$ cat config.mk
export PLATFORM = sky130hd
export DESIGN_NAME = game_sprite_motion_unit_flat
export DESIGN_NICKNAME = d
export VERILOG_FILES = /design/src/rtl/game_sprite_motion_unit_if.sv /design/src/rtl/game_sprite_motion_unit.sv /design/src/flat_wrapper.sv
export SDC_FILE = /design/constraint.sdc
export NUM_CORES = 1
export LEC_CHECK = 0
export ABC_AREA = 1
export BUFFER_PORTS_ARGS = -buffer_cell sky130_fd_sc_hd__buf_2
export CORE_MARGIN = 1.5
export CORE_UTILIZATION = 59
export CTS_BUF_LIST = sky130_fd_sc_hd__clkbuf_16
export DETAILED_ROUTE_END_ITERATION = 7
export GPL_ROUTABILITY_DRIVEN = 0
export PLACE_DENSITY = 0.85
export SLEW_MARGIN = 20
export SYNTH_ARGS = -nofsm -noshare
export SYNTH_HDL_FRONTEND = slang
export SYNTH_SLANG_ARGS = --single-unit
$ cat constraint.sdc
create_clock -name clk -period 6.49 [get_ports clk]
set_input_delay 0.9735 -clock clk [delete_from_list [all_inputs] [get_ports clk]]
set_output_delay 0.9735 -clock clk [all_outputs]
set_load 0.005 [all_outputs]
$ cat src/rtl/game_sprite_motion_unit_if.sv
// Sprite motion bus: control strobes and raster inputs from the game master,
// and sprite position and status flags back to it.
interface game_sprite_motion_unit_if #(
    parameter int X_W = 10,
    parameter int Y_W = 10,
    parameter int D_W = 4
);
    logic                  write_xy;
    logic                  write_dxy;
    logic                  enable_update;
    logic [X_W-1:0]        write_x;
    logic [Y_W-1:0]        write_y;
    logic signed [D_W-1:0] write_dx;
    logic signed [D_W-1:0] write_dy;
    logic                  frame_start;
    logic [X_W-1:0]        pixel_x;
    logic [Y_W-1:0]        pixel_y;
    logic [X_W-1:0]        x;
    logic [Y_W-1:0]        y;
    logic                  within_screen;
    logic                  hit;

    modport master (
        output write_xy, write_dxy, enable_update, write_x, write_y,
               write_dx, write_dy, frame_start, pixel_x, pixel_y,
        input  x, y, within_screen, hit
    );

    modport slave (
        input  write_xy, write_dxy, enable_update, write_x, write_y,
               write_dx, write_dy, frame_start, pixel_x, pixel_y,
        output x, y, within_screen, hit
    );
endinterface

$ cat src/rtl/game_sprite_motion_unit.sv
// One sprite's position/velocity, stepped once per STRIDE enabled frames, with
// screen-containment and raster-hit flags. Define GAME_SPRITE_BOUNCE_EN to bounce off edges.
module game_sprite_motion_unit #(
    parameter int SCREEN_W = 640,
    parameter int SCREEN_H = 480,
    parameter int X_W      = 10,
    parameter int Y_W      = 10,
    parameter int D_W      = 4,
    parameter int SPRITE_W = 8,
    parameter int SPRITE_H = 8,
    parameter int STRIDE   = 2,
    parameter int START_X  = 0,
    parameter int START_Y  = 0,
    parameter int START_DX = 0,
    parameter int START_DY = 0
) (
    input logic                     clk,
    input logic                     rst,
    game_sprite_motion_unit_if.slave bus
);
    localparam int CNT_W = (STRIDE > 1) ? $clog2(STRIDE) : 1;

    typedef enum logic [1:0] {HOLD, WAIT, STEP} state_t;

    state_t                state;
    logic [CNT_W-1:0]      frame_cnt;
    logic [X_W-1:0]        x_q;
    logic [Y_W-1:0]        y_q;
    logic signed [D_W-1:0] dx_q;
    logic signed [D_W-1:0] dy_q;
    logic                  off_x;
    logic                  off_y;
    logic                  within_q;
    logic                  hit_q;

    logic signed [X_W:0]   sum_x;
    logic signed [Y_W:0]   sum_y;
    logic                  sum_x_off;
    logic                  sum_y_off;
    logic                  pix_in;
    logic                  within_next;

    // One guard bit above the position so a negative step result is visible before wrapping.
    always_comb begin
        sum_x     = $signed({1'b0, x_q}) + (X_W+1)'(dx_q);
        sum_y     = $signed({1'b0, y_q}) + (Y_W+1)'(dy_q);
        sum_x_off = sum_x[X_W] | (int'(sum_x[X_W-1:0]) + SPRITE_W > SCREEN_W);
        sum_y_off = sum_y[Y_W] | (int'(sum_y[Y_W-1:0]) + SPRITE_H > SCREEN_H);
        pix_in    = (bus.pixel_x >= x_q) & (int'(bus.pixel_x) < int'(x_q) + SPRITE_W) &
                    (bus.pixel_y >= y_q) & (int'(bus.pixel_y) < int'(y_q) + SPRITE_H);
`ifdef GAME_SPRITE_BOUNCE_EN
        within_next = ~off_x & ~off_y;
`else
        within_next = ~off_x & ~off_y &
                      (int'(x_q) + SPRITE_W <= SCREEN_W) & (int'(y_q) + SPRITE_H <= SCREEN_H);
`endif
    end

    // NOTE: every register here, state included, is written with <= so all of them
    // update together on the edge and read their pre-edge values in this block.
    always_ff @(posedge clk or negedge rst) begin
        if (!rst) begin
            state     <= HOLD;
            frame_cnt <= '0;
            x_q       <= X_W'(START_X);
            y_q       <= Y_W'(START_Y);
            dx_q      <= D_W'(START_DX);
            dy_q      <= D_W'(START_DY);
            off_x     <= 1'b0;
            off_y     <= 1'b0;
            within_q  <= 1'b1;
            hit_q     <= 1'b0;
        end else begin
            within_q <= within_next;
            hit_q    <= pix_in & within_q;

            // A load in the step cycle wins; the step is simply lost.
            if (bus.write_xy) begin
                x_q   <= bus.write_x;
                y_q   <= bus.write_y;
                off_x <= 1'b0;
                off_y <= 1'b0;
            end else if (state == STEP) begin
`ifdef GAME_SPRITE_BOUNCE_EN
                if (!sum_x_off) x_q <= sum_x[X_W-1:0];
                if (!sum_y_off) y_q <= sum_y[Y_W-1:0];
`else
                x_q <= sum_x[X_W-1:0];
                y_q <= sum_y[Y_W-1:0];
                if (sum_x_off) off_x <= 1'b1;
                if (sum_y_off) off_y <= 1'b1;
`endif
            end

            if (bus.write_dxy) begin
                dx_q <= bus.write_dx;
                dy_q <= bus.write_dy;
            end
`ifdef GAME_SPRITE_BOUNCE_EN
            else if (state == STEP && !bus.write_xy) begin
                if (sum_x_off) dx_q <= -dx_q;
                if (sum_y_off) dy_q <= -dy_q;
            end
`endif

            unique case (state)
                HOLD: begin
                    frame_cnt <= '0;
                    if (bus.enable_update) state <= WAIT;
                end
                WAIT: begin
                    if (!bus.enable_update) begin
                        state     <= HOLD;
                        frame_cnt <= '0;
                    end else if (bus.frame_start) begin
                        if (frame_cnt == CNT_W'(STRIDE - 1)) begin
                            state     <= STEP;
                            frame_cnt <= '0;
                        end else begin
                            frame_cnt <= frame_cnt + CNT_W'(1);
                        end
                    end
                end
                STEP:    state <= bus.enable_update ? WAIT : HOLD;
                default: state <= HOLD;
            endcase
        end
    end

    assign bus.x             = x_q;
    assign bus.y             = y_q;
    assign bus.within_screen = within_q;
    assign bus.hit           = hit_q;
endmodule
$ cat src/flat_wrapper.sv
// flat-port wrapper written by rule: the top's interface ports become plain ports
module game_sprite_motion_unit_flat 
#(
    parameter int SCREEN_W = 640,
    parameter int SCREEN_H = 480,
    parameter int X_W      = 10,
    parameter int Y_W      = 10,
    parameter int D_W      = 4,
    parameter int SPRITE_W = 8,
    parameter int SPRITE_H = 8,
    parameter int STRIDE   = 2,
    parameter int START_X  = 0,
    parameter int START_Y  = 0,
    parameter int START_DX = 0,
    parameter int START_DY = 0
)
  (clk, rst, bus_write_xy, bus_write_dxy, bus_enable_update, bus_write_x, bus_write_y, bus_write_dx, bus_write_dy, bus_frame_start, bus_pixel_x, bus_pixel_y, bus_x, bus_y, bus_within_screen, bus_hit);
  game_sprite_motion_unit_if #(.X_W(X_W), .Y_W(Y_W), .D_W(D_W)) bus_i ();
  input logic clk;
  input logic rst;
  input wire logic [$bits(bus_i.write_xy)-1:0] bus_write_xy;
  input wire logic [$bits(bus_i.write_dxy)-1:0] bus_write_dxy;
  input wire logic [$bits(bus_i.enable_update)-1:0] bus_enable_update;
  input wire logic [$bits(bus_i.write_x)-1:0] bus_write_x;
  input wire logic [$bits(bus_i.write_y)-1:0] bus_write_y;
  input wire logic [$bits(bus_i.write_dx)-1:0] bus_write_dx;
  input wire logic [$bits(bus_i.write_dy)-1:0] bus_write_dy;
  input wire logic [$bits(bus_i.frame_start)-1:0] bus_frame_start;
  input wire logic [$bits(bus_i.pixel_x)-1:0] bus_pixel_x;
  input wire logic [$bits(bus_i.pixel_y)-1:0] bus_pixel_y;
  output wire logic [$bits(bus_i.x)-1:0] bus_x;
  output wire logic [$bits(bus_i.y)-1:0] bus_y;
  output wire logic [$bits(bus_i.within_screen)-1:0] bus_within_screen;
  output wire logic [$bits(bus_i.hit)-1:0] bus_hit;
  assign bus_i.write_xy = bus_write_xy;
  assign bus_i.write_dxy = bus_write_dxy;
  assign bus_i.enable_update = bus_enable_update;
  assign bus_i.write_x = bus_write_x;
  assign bus_i.write_y = bus_write_y;
  assign bus_i.write_dx = bus_write_dx;
  assign bus_i.write_dy = bus_write_dy;
  assign bus_i.frame_start = bus_frame_start;
  assign bus_i.pixel_x = bus_pixel_x;
  assign bus_i.pixel_y = bus_pixel_y;
  assign bus_x = bus_i.x;
  assign bus_y = bus_i.y;
  assign bus_within_screen = bus_i.within_screen;
  assign bus_hit = bus_i.hit;
  game_sprite_motion_unit #(.SCREEN_W(SCREEN_W), .SCREEN_H(SCREEN_H), .X_W(X_W), .Y_W(Y_W), .D_W(D_W), .SPRITE_W(SPRITE_W), .SPRITE_H(SPRITE_H), .STRIDE(STRIDE), .START_X(START_X), .START_Y(START_Y), .START_DX(START_DX), .START_DY(START_DY)) u_core (.clk(clk), .rst(rst), .bus(bus_i));
endmodule
==> summary.md <==
| Metric | Value |
|---|---|
| Number of synthesized register bits | 35 |
| Primary FF master, synth | dfrtp_1 |
| CTS tree | yes |
| H-Tree Level Count | 2 |
| Syn avg cell area | 7.011 µm² |
| Crit path kind | reg2reg |
| Power Density | 219.0 nW/µm² |
| Antenna Cells | 0 |
| Width of the die | 83.62 µm |
| Period utilisation layout | 43.48% |
| Setup bufs post-CTS | 0 |
| Final Hold Violating Endpoints | 0 |
| Worst-Margin Slew | 812.2 ps |
| Distinct cells, synth | 42 |
| Sw Pwr | 415.7 µW |
| Top cells by area, synth | dfrtp_1, ha_1, nand2_1, inv_1, nand3_1 |
| Switching share of power | 42.92% |
| Flop pwr share | 27.5% |
| I/O pin cnt | 76 |
| Port bufs | 75 |
| Post-synth EDFFs | 0 |
| Final setup vio count | 0 |
| Global-route wire length before repair | 17,720 µm |
| Post-DP Area | 4285 µm² |
| Slowest Stage Delay on Critical Path | 450 ps |
| Ys Warns | 0 |
| WP buf/inv | 3 |
| Worst-skew pair later-pin latency | 280 ps |
| CTS max path bufs | 2 |
| DRT antenna net count | 0 |
| Slew HR | 45.85% |
| Vias per cell | 5.662 |
| Routed via count | 3,975 |
| RSZ-0062 raised after global routing | false |
| Nets | 738 |
| Crit path top cell by count | nand2_1 |
| Mapped Cells | 547 |
| # rows | 29 |
| Clock power share | 24.1% |
| Fin crit period | 2822 ps |
| Peak VDD IR | 0.1556 mV |
| Clk slew on worst S/H paths | 60 ps |
| P_leak | 0.002447 µW |
| Crit path DAT | 2990 ps |
| Cell chain of the critical path | ha_1 -> fa_1 -> nand2_2 -> nand2_2 -> nand2_1 -> nand2_1 -> nand2_1 -> inv_1 -> ha_1 -> inv_1 -> nand2_1 -> nor2_1 -> nand3_1 -> nand2_1 -> nand2_1 -> nand2_1 -> inv_1 -> nand3_1 -> nand2_1 -> nand2_1 -> nand2_1 -> nand2_1 -> nand2_1 |
| GRT Residual Overflow | 0 |
| Mapped cell area | 3835 µm² |
| Worst Hold Class | reg2reg |
| Crit-path slowest cell | dfrtp_1 |
| Routed len/inst | 14.92 µm |
| Full die area | 6992 µm² |
| Top Family by Delay on Critical Path | simple AND/OR/NAND/NOR gates |
| Fmax | 354.4 MHz |
| Slack of the worst reg-to-reg path | 3670 ps |
| Post-CTS sizing | 0 |
| CP Max Fanout | 5 |
| Fin Setup TNS | 0 ps |
| Initial antenna violation count | 0 |
| Ys async rst share | 100.0% |
| Design area | 4423 µm² |
| Multi-input logic area | 2621 µm² |
| Commonest non-fill, non-tap cell in the layout | nand2_1 |
| CTS Sinks | 35 |
| FF+latch area | 877.1 µm² |
| DPL Wire Length | 8336 µm |
| CP endpoint kind | flop |
| Sequential area share after synthesis | 22.87% |
| Vias in the first global route | 3,904 |
| Chip Height | 83.62 µm |
| Drt total wl | 10,470 µm |
| Share of cells above drive strength 1 | 17.28% |
| DRT iter0 DRCs | 323 |
| Routed wl met3 | 576 µm |
| # hold bufs at CTS | 0 |
| Slew Limit Fails | 0 |
| Pin count of the biggest net entering global routing | 36 |
| Area grow syn2layout | 15.33% |
| Met2 Wirelength | 5124 µm |
| Data required, critical path | 6660 ps |
| Share of Yosys cell area claimed by the top area cell type | 22.19% |
| Area leader, netlist | dfrtp_1 |
| Root Buffer | clkbuf_16 |
| Internal power | 552.9 µW |
| Filler cells | 541 |
| Total CTS buffers | 5 |
| Metal-1 WL | 4609 µm |
| Max layer used | met4 |
| Initial core utilization | 60.74% |
| Combinational share of power | 48.4% |
| Status | complete, no violations |
| Gr usage total | 30.83% |
| DRC Markers | 0 |
| Max Cap Viol | 0 |
| Final clock skew | 5.562 ps |
| CP Launch Type | flop |
| Core Box Area | 6314 µm² |
| Most frequent cells in the layout | nand2_1, inv_1, buf_2 |
| Post-Syn Nets | 661 |
| Drt first pass iters | 5 |
[per-stage QoR]
stage / hold slack (ps) / total power [µW] / utilization, % / setup slack, ps / instances
finish: 487.6 / 968.7 / 70.06 / 3668 / 702
global route: 511.1 / 1045 / 70.06 / 3446 / 702
CTS: 490.3 / 957.9 / 70.06 / 3690 / 702
detailed placement: 481.5 / 719.9 / 67.88 / 3718 / 694
global placement: 473.1 / 697.4 / 67.88 / 3852 / 694
floorplan: 449.8 / 595.2 / - / 3958 / 547
[worst paths after layout]
check | startpoint | endpoint | cells past startpoint
min in group asynchronous | rst | u_core.bus.x[8] | 1
worst max register to register | u_core.bus.y[0] | u_core.off_y | 23
worst max-delay path | u_core.bus.y[0] | u_core.off_y | 23
worst min register to register | u_core.state[0] | u_core.state[0] | 1
max in group asynchronous | rst | u_core.bus.y[0] | 1
worst min-delay path | u_core.state[0] | u_core.state[0] | 1
[layer usage]
metal | GRT usage (%) | up-vias
met1 | 39.96 | 1835
li1 | - | 1976
met4 | 7.004 | 0
met3 | 4.055 | 16
met5 | 0 | -
met2 | 54.69 | 148
[flip-flops by register name (all words and copies together), names as in the netlist]
name and count:
u_core.bus.x 10, u_core.bus.y 10, u_core.dx_q 4, u_core.dy_q 4, u_core.state 2, u_core.bus.hit 1, u_core.bus.within_screen 1, u_core.frame_cnt 1
u_core.off_x 1, u_core.off_y 1
[cells in the mapped netlist, types with 2 or more instances]
master    number
ha_1          58
nand2_2        7
xnor2_1        3
nor4_1         3
o22ai_1        3
fa_1           2
nand2_1      150
nand3_1       43
inv_1         81
xor2_1        12
o221ai_1      14
nand3b_1       2
mux2_2         8
clkbuf_1       3
nand4_1        6
a21oi_1       31
inv_2          2
nand3_2        2
o21ai_0       10
buf_2          2
nor3_4         2
nor3_1         7
dfrtp_1       34
nor2_1        41
o211ai_1       4
[cell families (layout without fill, tap and decap cells)]
group,count (synthesis),in the layout,synth area share [%]
AO/OA/AOI/OAI,70,70,11.32
AND/OR/NAND/NOR,270,270,31.29
adder cells (fa/ha/maj),60,60,19.97
buffers and inverters,89,167,8.776
flip-flops,35,35,22.87
multiplexers,8,8,2.349
XOR/XNOR,15,15,3.426
[cell type report]
class / instances / share of cell area [%]
multi-input combinational: 423 / 59.26
clock inverter: 3 / 0.2829
clock buffer: 5 / 2.829
inverter: 84 / 7.129
sequential: 35 / 19.83
tap: 77 / 2.178
timing repair buffer: 75 / 8.487
[power by group through the flow]
stage	sequential, µW	combinational, µW	clock [µW]
after floorplan	263	332	0
after global placement	268	430	0
after detailed placement	269	451	0
after CTS	266	459	234
after global routing	269	532	244
final	266	468	234
Note: power is estimated with default switching activity, not from simulation.
